## config.mk

```make
export PLATFORM = sky130hd
export DESIGN_NAME = sm83_bus_seq
export DESIGN_NICKNAME = d
export VERILOG_FILES = /design/src/rtl/sm83_bus_seq.sv
export SDC_FILE = /design/constraint.sdc
export NUM_CORES = 1
export LEC_CHECK = 0
export ABC_AREA = 1
export CAP_MARGIN = 20
export CORE_AREA = 2 2 62 64
export DETAILED_ROUTE_END_ITERATION = 10
export DIE_AREA = 0 0 64 66
export DONT_BUFFER_PORTS = 1
export PLACE_DENSITY = 0.73
export SYNTH_ARGS = -nofsm -noshare
export SYNTH_HDL_FRONTEND = slang
export SYNTH_SLANG_ARGS = --single-unit
```

## constraint.sdc

```tcl
create_clock -name clk -period 3.33 [get_ports clk]
set_input_delay 0.666 -clock clk [delete_from_list [all_inputs] [get_ports clk]]
set_output_delay 0.666 -clock clk [all_outputs]
set_load 0.02 [all_outputs]
```

## src/rtl/sm83_bus_seq.sv

```systemverilog
// SM83 bus sequencer: turns one-cycle bus requests into T_PER_M-state memory cycles
// with programmable and memory-stretched wait states and no-bubble back-to-back issue.
module sm83_bus_seq #(
  parameter int ADDR_W  = 16,
  parameter int DATA_W  = 8,
  parameter int T_PER_M = 4,
  parameter int WAIT_W  = 2
) (
  input  logic              clk,
  input  logic              rst,
  input  logic              req_valid,
  output logic              req_ready,
  input  logic              req_we,
  input  logic [ADDR_W-1:0] req_addr,
  input  logic [DATA_W-1:0] req_wdata,
  input  logic [WAIT_W-1:0] wait_cfg,
  output logic              rsp_valid,
  output logic [DATA_W-1:0] rsp_rdata,
  output logic [ADDR_W-1:0] mem_addr,
  output logic [DATA_W-1:0] mem_wdata,
  output logic              mem_ren,
  output logic              mem_wen,
  input  logic [DATA_W-1:0] mem_rdata,
  input  logic              mem_stall,
  output logic              m_tick
);

  localparam int TCNT_W = $clog2(T_PER_M);
  localparam logic [TCNT_W-1:0] T_DATA = TCNT_W'(T_PER_M - 2);
  localparam logic [TCNT_W-1:0] T_LAST = TCNT_W'(T_PER_M - 1);

  typedef enum logic [1:0] {
    IDLE = 2'd0,
    TS   = 2'd1,
    WAIT = 2'd2
  } state_t;

  state_t              state_r, state_nxt_s;
  logic [TCNT_W-1:0]   tcnt_r, tcnt_nxt_s;
  logic [WAIT_W-1:0]   wcnt_r, wcnt_nxt_s;
  logic [WAIT_W-1:0]   waits_r;
  logic                we_r;
  logic                we_nxt_s;
  logic                accept_s;
  logic                load_s;
  logic                final_s;
  logic                mem_wen_s;
  logic                ready_nxt_s;
  logic                ren_nxt_s;
  logic                tick_nxt_s;
  logic                req_ready_r;
  logic                rsp_valid_r;
  logic [DATA_W-1:0]   rsp_rdata_r;
  logic [ADDR_W-1:0]   mem_addr_r;
  logic [DATA_W-1:0]   mem_wdata_r;
  logic                mem_ren_r;
  logic                m_tick_r;

  assign accept_s = req_valid & req_ready_r;

  // Next-state logic: T-state counting, data-phase wait/stall stretch and the write strobe.
  always_comb begin
    state_nxt_s = state_r;
    tcnt_nxt_s  = tcnt_r;
    wcnt_nxt_s  = wcnt_r;
    load_s      = 1'b0;
    final_s     = 1'b0;
    mem_wen_s   = 1'b0;
    case (state_r)
      IDLE: begin
        if (accept_s) begin
          load_s      = 1'b1;
          state_nxt_s = TS;
          tcnt_nxt_s  = {TCNT_W{1'b0}};
        end else begin
          state_nxt_s = IDLE;
        end
      end
      TS: begin
        if (tcnt_r == T_LAST) begin
          final_s = 1'b1;
          if (accept_s) begin
            load_s      = 1'b1;
            state_nxt_s = TS;
            tcnt_nxt_s  = {TCNT_W{1'b0}};
          end else begin
            state_nxt_s = IDLE;
          end
        end else if (tcnt_r == T_DATA) begin
          // Data phase: leave for WAIT with tcnt frozen when anything holds it open.
          if ((waits_r != {WAIT_W{1'b0}}) || mem_stall) begin
            state_nxt_s = WAIT;
            wcnt_nxt_s  = (waits_r != {WAIT_W{1'b0}}) ? WAIT_W'(1) : {WAIT_W{1'b0}};
          end else begin
            mem_wen_s  = we_r;
            tcnt_nxt_s = T_LAST;
          end
        end else begin
          tcnt_nxt_s = tcnt_r + TCNT_W'(1);
        end
      end
      WAIT: begin
        if ((wcnt_r == waits_r) && !mem_stall) begin
          mem_wen_s   = we_r;
          state_nxt_s = TS;
          tcnt_nxt_s  = T_LAST;
        end else if (wcnt_r != waits_r) begin
          wcnt_nxt_s = wcnt_r + WAIT_W'(1);
        end else begin
          wcnt_nxt_s = wcnt_r;
        end
      end
      default: begin
        state_nxt_s = IDLE;
        tcnt_nxt_s  = {TCNT_W{1'b0}};
        wcnt_nxt_s  = {WAIT_W{1'b0}};
      end
    endcase
  end

  // Decode of the upcoming state so the strobe-style outputs can be registered.
  always_comb begin
    we_nxt_s    = load_s ? req_we : we_r;
    ready_nxt_s = (state_nxt_s == IDLE) || ((state_nxt_s == TS) && (tcnt_nxt_s == T_LAST));
    tick_nxt_s  = (state_nxt_s == TS) && (tcnt_nxt_s == T_LAST);
    ren_nxt_s   = (state_nxt_s != IDLE) && !we_nxt_s;
  end

  // Sequencer state, latched request and registered outputs.
  always_ff @(posedge clk or posedge rst) begin
    if (rst) begin
      state_r     <= IDLE;
      tcnt_r      <= {TCNT_W{1'b0}};
      wcnt_r      <= {WAIT_W{1'b0}};
      waits_r     <= {WAIT_W{1'b0}};
      we_r        <= 1'b0;
      req_ready_r <= 1'b1;
      rsp_valid_r <= 1'b0;
      rsp_rdata_r <= {DATA_W{1'b0}};
      mem_addr_r  <= {ADDR_W{1'b0}};
      mem_wdata_r <= {DATA_W{1'b0}};
      mem_ren_r   <= 1'b0;
      m_tick_r    <= 1'b0;
    end else begin
      state_r     <= state_nxt_s;
      tcnt_r      <= tcnt_nxt_s;
      wcnt_r      <= wcnt_nxt_s;
      we_r        <= we_nxt_s;
      req_ready_r <= ready_nxt_s;
      mem_ren_r   <= ren_nxt_s;
      m_tick_r    <= tick_nxt_s;
      rsp_valid_r <= final_s;
      if (load_s) begin
        waits_r     <= wait_cfg;
        mem_addr_r  <= req_addr;
        mem_wdata_r <= req_wdata;
      end
      if (final_s && !we_r) begin
        rsp_rdata_r <= mem_rdata;
      end
    end
  end

  assign req_ready = req_ready_r;
  assign rsp_valid = rsp_valid_r;
  assign rsp_rdata = rsp_rdata_r;
  assign mem_addr  = mem_addr_r;
  assign mem_wdata = mem_wdata_r;
  assign mem_ren   = mem_ren_r;
  assign mem_wen   = mem_wen_s;
  assign m_tick    = m_tick_r;

endmodule
```

[Word level (Yosys, flattened, before mapping)]
Cells that the tools add are included.
Operators by class
  $add $sub $neg: 2
  equal/unequal tests: 13
  muxes and demuxes: 30
  bitwise gates (word level): 2
  reductions and logical operators: 14
Operators by type and width (number)
  2-bit two-way mux: 14
  2-bit one-hot mux with 3 select lines: 3
  1-bit two-way mux: 11
  2-bit inequality test, second input constant: 5
  2-bit equality test, second input constant: 4
  6-bit AND reduction: 1
  2-bit by 1-bit adder with 2-bit output, second input constant: 2
  2-bit by 1-bit equality test with 1-bit output, second input constant: 2
  1-bit logical AND: 4
  2-bit zero test: 2
  1-bit one-hot mux with 2 select lines: 2
  2-bit nonzero test: 2
  1-bit zero test: 3
  2-bit equality test: 1
  1-bit logical OR: 2
  2-bit inequality test: 1
  1-bit AND: 1
  1-bit inverter: 1
Word-level totals
  register bits: 45
  input bits: 39
  word-level logic and storage cells: 73

[Depth between registers and ports, before layout]
  depth in word-level cells: 9
  depth in mapped cells: 12
  depth with buffers taken out: 12

[Worst setup path after synthesis]
No wires, ideal clock.
  kind: input-to-output
  start point: input port mem_stall
  end point: output port mem_wen
  arrival time: 1.310 ns
  data required time: 2.664 ns
  path slack: 1.354 ns
  cell stages on the path: 3
  cell sequence: inv_1 nand4_4 a21oi_1
Between the ends
  cells in the longest elaborated chain, start to end: 5
  elaborated cells on any way between the ends: 8
  classes of those cells: mux (5); reduce/logical (3)
RTL lines
  from (decl): line 24  | input logic mem_stall,
  1-bit logical OR: line 91  | if ((waits_r != {WAIT_W{1'b0}}) || mem_stall) begin
  1-bit two-way mux: line 91
  1-bit two-way mux: line 89  | end else if (tcnt_r == T_DATA) begin
  1-bit two-way mux: line 80  | if (tcnt_r == T_LAST) begin
  1-bit one-hot mux with 2 select lines *: line 69  | case (state_r)
  to (decl): line 22  | output logic mem_wen,
Every way passes the cells marked *; elsewhere a longest branch is shown, timed or not.

[Worst setup path after layout]
  start point: register state_r[0]
  end point: output port mem_wen
Between the ends
  cells in the longest elaborated chain, start to end: 2
  elaborated cells on any way between the ends: 3
  classes of those cells: eq/ne (2); mux (1)
RTL lines
  from (decl): line 38  | state_t state_r, state_nxt_s;
  from (signal assigned): line 145  | state_r <= state_nxt_s;
  2-bit equality test or 2-bit by 1-bit equality test with 1-bit output (tied branches): line 69
  1-bit one-hot mux with 2 select lines *: line 69
Marked as above.

==> flow_summary.ini <==
[die]
initial_core_util = 0.5719
die_h_um = 66
coreArea_mm2 = 0.003551
ios = 76
die-area_mm2 = 0.004224
num_rows = 22
die_w_um = 64

[sta]
max_freq_ghz = 0.4043
fin_tns_setup_ns = 0
finClkSkew_ns = 0.005935
finalSetupViolations = 0
drv_slew = 0
fin_crit_ns = 2.474
tightest_slew_ns = 0.8854
maxSlewHeadroom = 0.4089
min_period_over_period = 0.7428
rsz0062_at_grt = false
final_hold_viol_count = 0

[grt]
grt_pass1_wl_um = 6223
grt.total_usage = 0.1943
antenna_found_initial = 0
overflow = 0
grt_pass1_vias = 1433
grt_max_degree = 46

[setup_path]
crit_type = reg2out
worstPathRequired_ns = 2.66
crit_arrival_ns = 1.81
end_kind = output pin
path_max_fanout = 6
startpoint_type = flip-flop

[clocking]
clock-sinks = 45
cts.hold.buffers_added = 0
cts_setup_buffers = 0
cts_root_buf = clkbuf_4
clk_latency_ns = 0.34
cts_resized = 0
numCtsBuffers = 5
htreeDepth = 2
cts.clk_slew.worst_paths_ns = 0.12
cts_tree = yes
clock_path_buffers = 2

[yosys]
avgSynthCellArea_um2 = 9.230
synth_seq_cells = 45
yosys.area.top_type = dfrtp_1
yosys.cell_types.count = 24
synth_adder_area_share = 0.03697
synth_top_area_frac = 0.5422
yosysSeqAreaShare = 0.5551
synthCells = 220
synth_top_family_by_area = simple AND/OR/NAND/NOR gates
yosys_warnings = 0
synth_area_leaders = dfrtp_1 (54%), nand2_1 (18%), mux2_2 (4.4%)
syn_area_mm2 = 0.002031
syn_nets = 265
synthXorXnorAreaFrac = 0.008010
synth-simple-area-share = 0.2600
synthMuxAreaShare = 0.04436
synth_compound_area_frac = 0.04067

[outcome]
status = completed

[final_layout]
area_growth_pct = 3.820
drive_gt1_frac = 0.1652
n_fill_cell = 323
fin_util = 0.5937
fin_nets = 268
insertedDiodeCount = 0
final_area_mm2 = 0.002108
instances_no_fill = 272

[place]
place_inst = 264
routabilityCongestion = 0.8000
hpwl_um = 2777
placed_area_mm2 = 0.002058
portBuffers = 0

[routing]
wl_per_cell_um = 13.66
met1Wirelength_um = 1533
drt_iter0_drc = 100
drt_pass1_iterations = 4
met2_length_um = 1838
vias = 1394
post-route-drc-count = 0
top_layer = met4
met3_length_um = 295
drtAntennaViolNets = 0
routed_wl_um = 3716
viasPerCell = 5.125

[pwr]
pwr-share-seq = 0.584
sw_frac_of_total = 0.4668
pwr-share-comb = 0.299
p_int_w = 0.001096
switchingPower_w = 0.0009597
p_leak_nw = 1.125
peakVddDrop_uv = 602.0
power_density_mw_per_mm2 = 975.1
clockPowerShare = 0.117

[hold_path]
holdCritPathClass = in2async

[run]
maxCapViolations = 0
## stage by stage
step	setup slack (ns)	hold slack [ns]	power [W]
5_1_grt	0.7501	0.4085	0.002230
2_1_floorplan	1.354	0.4936	0.001703
3_3_place_gp	1.305	0.5354	0.001807
3_5_place_dp	1.245	0.5536	0.001842
6_report	0.8563	0.3753	0.002056
4_1_cts	0.8602	0.3970	0.002081
## power groups by stage
stage	combinational (W)	clock (W)	sequential (W)
global route	0.000722	0.000273	0.00123
CTS	0.000625	0.000249	0.00121
finish	0.000615	0.000240	0.00120
floorplan	0.000537	0	0.00117
detailed placement	0.000629	0	0.00121
global placement	0.000598	0	0.00121
## state kept, by name, indices dropped and copies added, names as in the netlist
name       cells
we_r           1
mem_addr      16
mem_wdata      8
tcnt_r         2
rsp_valid      1
wcnt_r         2
state_r        2
m_tick         1
rsp_rdata      8
req_ready      1
waits_r        2
mem_ren        1
## synth_stat cells
cell	count
nand2_1	100
dfrtp_1	44
inv_1	16
mux2_2	8
nand2_2	7
ha_1	6
nor2_1	5
o21ai_0	5
nand3_1	4
a21oi_1	3
inv_2	3
nor2_2	3
a21oi_2	2
buf_2	2
buf_6	2
nand4_1	2
a21oi_4	1
buf_4	1
dfstp_2	1
nand4_4	1
nor2_4	1
o21ai_2	1
or2_0	1
xnor2_2	1
## worst paths after layout
kind | startpoint | cells past startpoint | slack (ns) | to
max | state_r[0]$_DFF_PP0_ | 4 | 0.86 | mem_wen
min | rst | 1 | 0.38 | mem_addr[2]$_DFFE_PP0P_
max reg2reg | state_r[1]$_DFF_PP0_ | 8 | 1.61 | mem_ren$_DFF_PP0_
min reg2reg | wcnt_r[1]$_DFFE_PP0P_ | 2 | 0.58 | wcnt_r[1]$_DFFE_PP0P_
max in group asynchronous | rst | 1 | 2.41 | mem_addr[10]$_DFFE_PP0P_
min in group clk | req_addr[13] | 2 | 0.43 | mem_addr[13]$_DFFE_PP0P_
## layout by cell type, fill, tap and decap left out
cell | synthesis | final
nand2_1 | 100 | 100
dfrtp_1 | 44 | 44
inv_1 | 16 | 15
mux2_2 | 8 | 8
nand2_2 | 7 | 7
ha_1 | 6 | 6
nor2_1 | 5 | 5
o21ai_0 | 5 | 5
clkbuf_4 | 0 | 5
inv_2 | 3 | 4
nand3_1 | 4 | 4
nor2_2 | 3 | 3
a21oi_1 | 3 | 3
a21oi_2 | 2 | 2
nand4_1 | 2 | 2
clkbuf_1 | 0 | 2
xnor2_2 | 1 | 1
nor2_4 | 1 | 1
or2_0 | 1 | 1
nand4_4 | 1 | 1
o21ai_2 | 1 | 1
a21oi_4 | 1 | 1
clkinv_2 | 0 | 1
buf_4 | 1 | 1
dfstp_2 | 1 | 1
## final cells by class
| class | count | area (um^2) | share of cell area |
|---|---|---|---|
| tap | 48 | 60.06 | 0.02849 |
| inverter | 19 | 71.32 | 0.03383 |
| sequential | 45 | 1127 | 0.5347 |
| multi-input combinational | 151 | 792.0 | 0.3757 |
| clock buffer | 7 | 45.04 | 0.02137 |
| clock inverter | 1 | 5.005 | 0.002374 |
| timing repair buffer | 1 | 7.507 | 0.003561 |
## cells by family after synthesis
logic type / Yosys count
flops: 45
simple gates: 124
compound gates: 12
buf+inv: 24
fa+ha+maj: 6
mux: 8
xor+xnor: 1
## metal layers
layer,global-route usage,vias to the layer above
met5,0,-
met4,0.05707,0
met3,0.06814,6
met2,0.3372,63
met1,0.2270,642
li1,-,683
## critical path, stage by stage, from the launching register on
cell and delay [ns]:
dfrtp_1 0.42, inv_1 0.13, ha_1 0.32, nand4_4 0.17, a21oi_1 0.42
No activity file was read; power rests on OpenSTA's default activity.
